`config.mk`:
```
export PLATFORM = sky130hd
export DESIGN_NAME = booth_mult_scheduler
export DESIGN_NICKNAME = d
export VERILOG_FILES = /design/src/rtl/booth_mult_scheduler.sv
export SDC_FILE = /design/constraint.sdc
export NUM_CORES = 1
export LEC_CHECK = 0
export ABC_AREA = 0
export BUFFER_PORTS_ARGS = -buffer_cell sky130_fd_sc_hd__buf_2
export CORE_MARGIN = 5
export CORE_UTILIZATION = 49
export CTS_BUF_LIST = sky130_fd_sc_hd__clkbuf_2 sky130_fd_sc_hd__clkbuf_4 sky130_fd_sc_hd__clkbuf_8
export CTS_CLUSTER_DIAMETER = 50
export CTS_CLUSTER_SIZE = 40
export DETAILED_ROUTE_END_ITERATION = 10
export GPL_TIMING_DRIVEN = 1
export PLACE_DENSITY = 0.78
export SYNTH_ARGS = -nofsm -noshare
export SYNTH_HDL_FRONTEND = slang
export SYNTH_SLANG_ARGS = --single-unit
```
`constraint.sdc`:
```
create_clock -name clk -period 2.7 [get_ports clk]
set_input_delay 0 -clock clk [delete_from_list [all_inputs] [get_ports clk]]
set_output_delay 0 -clock clk [all_outputs]
set_load 0.01 [all_outputs]
```
`src/rtl/booth_mult_scheduler.sv`:
```
// Round-robin scheduler that shares one iterative radix-2 Booth multiplier among NREQ requesters.
// Results return as the signed 2W-bit product, tagged with the index of the winning requester.
module booth_mult_scheduler #(
  parameter int unsigned W    = 4,
  parameter int unsigned NREQ = 4,
  parameter int unsigned IDW  = $clog2(NREQ)
) (
  input  logic                clk,
  input  logic                rst,
  input  logic [NREQ-1:0]     req_valid,
  output logic [NREQ-1:0]     req_ready,
  input  logic [NREQ*W-1:0]   req_a,
  input  logic [NREQ*W-1:0]   req_b,
  output logic                rsp_valid,
  input  logic                rsp_ready,
  output logic [2*W-1:0]      rsp_prod,
  output logic [IDW-1:0]      rsp_id,
  output logic                busy
);

  localparam int unsigned CW = $clog2(W);
  localparam logic [CW-1:0]  LastCnt = CW'(W - 1);
  localparam logic [IDW-1:0] LastId  = IDW'(NREQ - 1);
  localparam logic [IDW:0]   NreqExt = NREQ[IDW:0];

  typedef enum logic [1:0] {
    StIdle,
    StRun,
    StResp
  } state_e;

  state_e          state_q;
  logic [IDW-1:0]  rr_ptr_q;
  logic [CW-1:0]   cnt_q;
  logic [IDW-1:0]  id_q;
  logic [W:0]      m_q;
  logic [W:0]      acc_q;
  logic [W-1:0]    q_q;
  logic            q1_q;

  // Arbitration
  logic            any_valid;
  logic [NREQ-1:0] valid_rot;
  logic [IDW-1:0]  offset;
  logic [IDW:0]    grant_sum;
  logic [IDW-1:0]  grant;
  logic [IDW-1:0]  rr_ptr_nxt;
  logic [W-1:0]    a_sel;
  logic [W-1:0]    b_sel;

  // Booth datapath
  logic [W:0]      acc_sum;
  logic [W:0]      acc_shift;
  logic [W-1:0]    q_shift;

  assign any_valid = |req_valid;

  // Rotate so bit 0 is the lane at rr_ptr; the lowest set bit is then the round-robin winner.
  assign valid_rot = NREQ'({req_valid, req_valid} >> rr_ptr_q);

  always_comb begin
    offset = '0;
    for (int k = int'(NREQ) - 1; k >= 0; k--) begin
      if (valid_rot[k]) begin
        offset = IDW'(k);
      end
    end
  end

  assign grant_sum = {1'b0, rr_ptr_q} + {1'b0, offset};

  always_comb begin
    if (grant_sum >= NreqExt) begin
      grant = IDW'(grant_sum - NreqExt);
    end else begin
      grant = IDW'(grant_sum);
    end
  end

  assign rr_ptr_nxt = (grant == LastId) ? '0 : grant + 1'b1;

  always_comb begin
    req_ready = '0;
    if (!rst && (state_q == StIdle) && any_valid) begin
      req_ready[grant] = 1'b1;
    end
  end

  always_comb begin
    a_sel = '0;
    b_sel = '0;
    for (int k = 0; k < int'(NREQ); k++) begin
      if (grant == IDW'(k)) begin
        a_sel = req_a[k*W +: W];
        b_sel = req_b[k*W +: W];
      end
    end
  end

  // One Booth step: add/subtract M by the {Q0, Q-1} pair, then arithmetic shift of {ACC, Q, Q-1}.
  always_comb begin
    case ({q_q[0], q1_q})
      2'b01:   acc_sum = acc_q + m_q;
      2'b10:   acc_sum = acc_q - m_q;
      default: acc_sum = acc_q;
    endcase
  end

  assign acc_shift = {acc_sum[W], acc_sum[W:1]};
  assign q_shift   = {acc_sum[0], q_q[W-1:1]};

  always_ff @(posedge clk or posedge rst) begin
    if (rst) begin
      state_q   <= StIdle;
      rr_ptr_q  <= '0;
      cnt_q     <= '0;
      id_q      <= '0;
      m_q       <= '0;
      acc_q     <= '0;
      q_q       <= '0;
      q1_q      <= 1'b0;
      rsp_valid <= 1'b0;
      rsp_prod  <= '0;
      rsp_id    <= '0;
      busy      <= 1'b0;
    end else begin
      unique case (state_q)
        StIdle: begin
          if (any_valid) begin
            m_q      <= {a_sel[W-1], a_sel};
            acc_q    <= '0;
            q_q      <= b_sel;
            q1_q     <= 1'b0;
            id_q     <= grant;
            rr_ptr_q <= rr_ptr_nxt;
            cnt_q    <= '0;
            busy     <= 1'b1;
            state_q  <= StRun;
          end
        end
        StRun: begin
          acc_q <= acc_shift;
          q_q   <= q_shift;
          q1_q  <= q_q[0];
          cnt_q <= cnt_q + 1'b1;
          if (cnt_q == LastCnt) begin
            rsp_valid <= 1'b1;
            rsp_prod  <= {acc_shift[W-1:0], q_shift};
            rsp_id    <= id_q;
            state_q   <= StResp;
          end
        end
        StResp: begin
          if (rsp_ready) begin
            rsp_valid <= 1'b0;
            busy      <= 1'b0;
            state_q   <= StIdle;
          end
        end
        default: begin
          state_q <= StIdle;
        end
      endcase
    end
  end

  a_ready_onehot0: assert property (@(posedge clk) disable iff (rst) $onehot0(req_ready));

  a_rsp_stable: assert property (@(posedge clk) disable iff (rst)
    (rsp_valid && !rsp_ready) |=> (rsp_valid && $stable(rsp_prod) && $stable(rsp_id)));

endmodule
```
==> results.py, run 1 <==
metrics = {
    "run_status": {
        "outcome": "finished, final reports clean",
    },
    "sta": {
        "final_max_slew_viol_count": 0,
        "slew_headroom": 0.631,
        "finalClockSkew_ns": 0.00605,
        "worst_slack_ns": 0.0888,
        "timing.fmax_mhz": 383,
        "rsz0062_at_grt": "yes",
        "layout_min_cycle_time_ns": 2.61,
        "finalHoldViolations": 0,
        "setup_viol": 0,
        "fin_crit_sh": 0.967,
        "tightest_slew_ns": 0.553,
    },
    "synthesis": {
        "syn-num-nets": 283,
        "post_synth_fa_ha_maj_area_fraction": 0.0816,
        "synthMuxAreaShare": 0.0636,
        "yosys.area_share.simple": 0.197,
        "yosys.area_share.xor_xnor": 0.0246,
        "synth-seq-area-share": 0.396,
        "ys_ff_latch": 33,
        "syn_avg_cell_area_um2": 9.02,
        "synth_top_family_by_area": "simple AND/OR/NAND/NOR gates",
        "ys_warn_count": 0,
        "ys_types": 41,
        "synthCells": 231,
        "synth_compound_area_frac": 0.188,
        "netlist_area_um2": 2080,
    },
    "die": {
        "core_um2": 4060,
        "initial_core_util": 0.514,
        "chipWidth_um": 75.2,
        "fp.dieH_um": 75.2,
        "rows": 23,
        "pin_count": 55,
        "die_area_um2": 5660,
    },
    "global_routing": {
        "grt_pass1_vias": 1840,
        "gr-total-overflow": 0,
        "antenna_found_initial": 0,
        "grt_start_max_net_pins": 34,
        "grt_usage": 0.191,
        "grt_pass1_wl_um": 8190,
    },
    "clocking": {
        "clockBufferDepth": 2,
        "clock-root-buffer": "clkbuf_8",
        "clk_latency_ns": 0.29,
        "path_clk_slew_ns": 0.07,
        "numCtsBuffers": 5,
        "htreeDepth": 2,
        "numClockSinks": 33,
        "cts_tree": "built",
    },
    "critical_path": {
        "critical_path_class": "reg2out",
        "endpoint_kind": "output port",
        "cp_max_fo": 6,
        "worstPathArrival_ns": 2.61,
        "start_kind": "register",
        "required_ns": 2.70,
    },
    "layout": {
        "mostFrequentLayoutCell": "buf_2",
        "syn2layout_area_growth_pct": 29.4,
        "stdcell_area_um2": 2700,
        "nNetsFinal": 352,
        "n_fill_cell": 324,
        "drive_gt1_frac": 0.317,
        "antenna_cells": 0,
        "final_cell_mix": "buf_2, dfrtp_1, nand2_1",
    },
    "min_path": {
        "min_path_type": "in2reg",
    },
    "placed_design": {
        "port_buffers": 54,
        "hpwl_um": 3610,
        "pre_cts_ws_ns": -0.0328,
        "place.gp.congestion": 0.796,
        "placed_cell_area_um2": 2460,
    },
    "power": {
        "ir_drop_mv": 1.07,
        "p_leak_uw": 0.00129,
        "powerDensity_nw_per_um2": 1560,
    },
    "drt": {
        "dr.first_iter.drc_count": 142,
        "via_count": 1920,
        "firstDrtPassIters": 4,
        "wl_per_cell_um": 14.0,
        "route.detailed.drc": 0,
        "routed_wl_um": 4900,
        "postRouteAntennaNets": 0,
        "vias_per_cell": 5.49,
    },
    "job": {
        "max_cap_viol_count": 0,
    },
}
-- Yosys cell counts --
library cell / number / area [um^2]
nand2_1: 26 / 97.6
o311ai_0: 1 / 8.76
a22o_1: 2 / 17.5
and2_0: 1 / 6.26
a21oi_1: 16 / 80.1
nor2b_1: 12 / 75.1
a21boi_0: 1 / 7.51
a22oi_1: 3 / 22.5
o21ai_1: 7 / 35.0
xnor2_1: 3 / 26.3
nand3b_1: 2 / 15.0
a211oi_1: 1 / 7.51
o31ai_1: 1 / 7.51
buf_2: 3 / 15.0
o21ai_0: 13 / 65.1
and3_1: 2 / 12.5
nor3b_1: 4 / 30.0
o22ai_1: 1 / 6.26
a221oi_1: 7 / 61.3
a2111oi_1: 1 / 10.0
o31a_1: 1 / 8.76
nor3_1: 9 / 45.0
nor4b_1: 2 / 17.5
a211o_1: 2 / 17.5
or2_1: 1 / 6.26
inv_1: 14 / 52.6
ha_1: 12 / 150
mux2i_1: 2 / 20.0
clkbuf_1: 8 / 30.0
dfrtp_1: 33 / 826
nand3_1: 6 / 30.0
mux2_2: 10 / 113
o221ai_1: 2 / 17.5
nor2_1: 10 / 37.5
a21o_1: 1 / 7.51
a211oi_2: 1 / 12.5
fa_1: 1 / 20.0
buf_1: 1 / 3.75
nand2b_1: 6 / 37.5
xnor2_2: 1 / 16.3
xor2_1: 1 / 8.76
-- cell families (layout without fill, tap and decap cells) --
family | after synthesis | count (layout)
compound gates | 61 | 61
xor+xnor | 5 | 5
fa+ha+maj | 13 | 13
buf+inv | 26 | 95
flops | 33 | 33
mux | 12 | 12
simple gates | 81 | 81
-- stage by stage --
step           setup TNS [ns]  hold slack, ns  power (uW)  utilization  cells
4_1_cts                     0          0.0398        4020        0.652    349
5_1_grt                -0.254          0.0897        4620        0.665    350
3_3_place_gp                0           0.145        3490        0.607    334
2_1_floorplan               0          0.0503        2890            -    231
3_5_place_dp          -0.0328           0.161        3560        0.607    334
6_report                    0          0.0737        4200        0.665    350
-- state kept, by name, indices dropped and copies added, names as in the netlist --
register   flops
rsp_prod       8
acc_q          4
m_q            4
q_q            4
cnt_q          2
id_q           2
rr_ptr_q       2
rsp_id         2
state_q        2
busy           1
q1_q           1
rsp_valid      1
-- where the power goes --
part / switching, uW / total (uW) / internal, uW
registers: 185 / 923 / 738
clock network: 174 / 386 / 212
logic: 1500 / 2890 / 1390
-- final cells by class --
cell class | instances | area [um^2] | share of cell area
clock buffers | 7 | 90.1 | 0.0334
inverters | 14 | 52.6 | 0.0195
multi-input cells | 172 | 1220 | 0.453
flip-flops and latches | 33 | 826 | 0.306
well taps | 50 | 62.6 | 0.0232
repair buffers | 74 | 444 | 0.165
-- worst max-delay path, stage by stage, from the launching register on --
cell	delay, ns
dfrtp_1	0.42
o311ai_1	0.27
o21ai_0	0.12
o221ai_1	0.09
ha_2	0.22
xor2_2	0.18
xnor2_2	0.15
buf_4	0.17
ha_1	0.15
buf_6	0.10
buf_4	0.10
nor3b_1	0.19
buf_2	0.17
-- final timing paths --
check | start | endpoint | slack, ns | cells past startpoint
worst max-delay path | rr_ptr_q[0] | req_ready[3] | 0.09 | 12
worst min-delay path | req_b[15] | q_q[3] | 0.07 | 3
worst max register to register | rr_ptr_q[0] | q_q[3] | 0.11 | 13
worst min register to register | busy | busy | 0.47 | 2
max in group asynchronous | rst | state_q[1] | 2.00 | 4
min in group asynchronous | rst | rr_ptr_q[0] | 0.40 | 4
-- routing by layer --
metal,vias up,GRT usage,wire length [um]
met5,-,0,0
met4,0,0.0485,53
met3,5,0.0681,335
li1,958,-,-
met1,887,0.250,2240
met2,70,0.304,2270
-- repair_timing --
item                                   4_1_cts  5_1_grt
setup endpoints to repair                    9       10
resized for setup                            4        9
gates cloned                                 0        0
endpoints found under the hold margin       40        0
pin swaps                                    0        1
buffers inserted                             0        1
hold buffers                                 8        0
(Power assumes the default switching activity.)
==> run 2: changes to the inputs <==
CORE_MARGIN = not set   (was 5)
CTS_CLUSTER_DIAMETER = not set   (was 50)
clock period = 2.3 ns   (was 2.7 ns; I/O delays follow)
==> run 2 against run 1 <==
  * The run now ends with setup timing left
  * Sequential cell count did not move
  * Clock skew rose by 0.0026 ns
  * Hold slack got worse by 0.063 ns
  * Clock-buffer cell count fell by 1
  * Final cell count rose by 7.4%
  * Core utilization rose by 9.3 points
  * Sequential share of layout area fell by 3.5 points
  * Via count rose by 8.8%
  * Global-route usage rose by 5.8 points
  * First-iteration DRC count fell by 39%
  * Critical path type is now reg2reg
  * Critical endpoint is now q_q[0]
  * Largest cell class unchanged
==> results.py, run 2 (same netlist as run 1, synthesis figures left out) <==
metrics = {
    "run_status": {
        "outcome": "finished with violations",
        "failed_checks": "setup timing",
    },
    "critical_path": {
        "critical_path_class": "reg2reg",
        "required_ns": 2.51,
        "r2r_cells": 14,
        "r2r_start": "rr_ptr_q[0]",
        "path_common_cell": "o21ai_1",
        "crit_buf_inv": 1,
        "crit_path_end": "q_q[0]",
        "start_kind": "register",
        "worstPathArrival_ns": 2.98,
        "worst_path_max_delay_cell": "dfrtp_2",
        "crit_start": "rr_ptr_q[0]",
        "path_cells": "nand2b_4 > o22ai_2 > o21ai_1 > o221ai_1 > ha_2 > xor2_2 > xnor2_2 > inv_2 > ha_4 > nor2b_4 > a221oi_1 > nor3_1 > a21oi_1 > o21ai_1",
        "crit_family": "compound AO/OA/AOI/OAI gates",
        "path_depth": 14,
        "r2r_slack_ns": -0.47,
        "cp_max_fo": 10,
        "timing.rr.end": "q_q[0]",
        "endpoint_kind": "register",
        "crit_path_max_incr_delay_ns": 0.47,
    },
    "sta": {
        "timing.fmax_mhz": 362,
        "final_max_slew_viol_count": 0,
        "slew_headroom": 0.645,
        "tightest_slew_ns": 0.531,
        "fin_crit_sh": 1.20,
        "layout_min_cycle_time_ns": 2.77,
        "worst_slack_ns": -0.466,
        "setup_viol": 13,
        "finalClockSkew_ns": 0.00862,
        "rsz0062_at_grt": "yes",
        "finalHoldViolations": 0,
    },
    "drt": {
        "firstDrtPassIters": 4,
        "wl_per_cell_um": 15.3,
        "postRouteAntennaNets": 0,
        "route.detailed.drc": 0,
        "vias_per_cell": 5.55,
        "dr.first_iter.drc_count": 86,
        "routed_wl_um": 5770,
        "via_count": 2088,
    },
    "die": {
        "pin_count": 55,
        "fp.dieH_um": 67.2,
        "core_um2": 4030,
        "chipWidth_um": 67.2,
        "initial_core_util": 0.517,
        "rows": 23,
        "die_area_um2": 4520,
    },
    "layout": {
        "drive_gt1_frac": 0.448,
        "multiInputGateArea_um2": 1370,
        "mostFrequentLayoutCell": "buf_2",
        "final_cell_mix": "buf_2, buf_4, dfrtp_1",
        "largest_reg_flops": 8,
        "ff_latch_area_um2": 827,
        "top_register": "rsp_prod",
        "nNetsFinal": 377,
        "n_fill_cell": 273,
        "syn2layout_area_growth_pct": 46.5,
        "finalCoreUtilization": 0.758,
        "antenna_cells": 0,
    },
    "global_routing": {
        "gr-total-overflow": 0,
        "grt_pass1_vias": 1915,
        "grt_start_max_net_pins": 34,
        "grt_usage": 0.249,
        "grt_pass1_wl_um": 8400,
        "antenna_found_initial": 0,
    },
    "clocking": {
        "numCtsBuffers": 5,
        "numClockSinks": 33,
        "cts_tree": "built",
        "clock-root-buffer": "clkbuf_8",
        "path_clk_slew_ns": 0.08,
        "clockBufferDepth": 2,
        "htreeDepth": 2,
        "clk_latency_ns": 0.28,
    },
    "job": {
        "max_cap_viol_count": 0,
    },
    "placed_design": {
        "port_buffers": 54,
        "pre_cts_ws_ns": -0.378,
        "place.gp.congestion": 0.820,
        "hpwl_um": 3410,
    },
    "min_path": {
        "min_path_type": "in2reg",
    },
}
run 2: cell count changes in the layout (fill, tap and decap cells not counted), moves of 3 or more:
cell	change
ha_4	+3
ha_1	-4
o21ai_1	+3
nor3b_1	-3
buf_4	+23
nor3b_2	+3
o21ai_0	-3
run 2: worst min path at each step:
stage / startpoint / to / slack [ns] / cells after the start
after floorplan: rst / req_ready[3] / 0.03 / 1
after global placement: rst / rr_ptr_q[1] / 0.15 / 3
after detailed placement: rst / rr_ptr_q[1] / 0.16 / 3
after CTS: req_a[14] / m_q[2] / 0.02 / 3
after global routing: req_a[14] / m_q[2] / 0.02 / 3
final: req_a[14] / m_q[2] / 0.01 / 3
run 2: metrics by stage:
stage	TNS, ns	cells	instance area [um^2]	hold slack (ns)
2_1_floorplan	-1.15	231	2160	0.0330
3_3_place_gp	-1.85	346	2600	0.153
3_5_place_dp	-2.86	346	2600	0.159
4_1_cts	-2.26	367	2900	0.0170
5_1_grt	-6.44	376	3050	0.0219
6_report	-4.73	376	3050	0.0103
run 2: repair_timing:
action                                  4_1_cts  5_1_grt
endpoints found under the setup margin       14       17
endpoints found under the hold margin        39        0
pin swaps                                     9        9
resized for setup                            16       18
setup buffers                                 6       11
hold buffers                                  7        0
run 2: layout make-up:
class / instances / share of cell area
multi-input combinational: 172 / 0.447
timing repair buffer: 99 / 0.213
clock buffer: 6 / 0.0270
inverter: 14 / 0.0172
clock inverter: 2 / 0.00451
sequential: 33 / 0.271
tap: 50 / 0.0205
run 2: layer usage:
metal	global-route usage	up-vias	wire, um
met2	0.425	77	2970
met4	0.0665	0	106
met1	0.310	989	2430
li1	-	1010	-
met3	0.0625	12	257
met5	0	-	0
run 2: worst register-to-register path: stages, from the launching register on:
cell	delay [ns]
dfrtp_2	0.47
nand2b_4	0.17
o22ai_2	0.06
o21ai_1	0.13
o221ai_1	0.14
ha_2	0.22
xor2_2	0.19
xnor2_2	0.20
inv_2	0.10
ha_4	0.22
nor2b_4	0.26
a221oi_1	0.13
nor3_1	0.21
a21oi_1	0.08
o21ai_1	0.12
Power of run 2 is not shown: default switching activity piles up to over one toggle a cycle in this logic, so the estimate is an artifact.
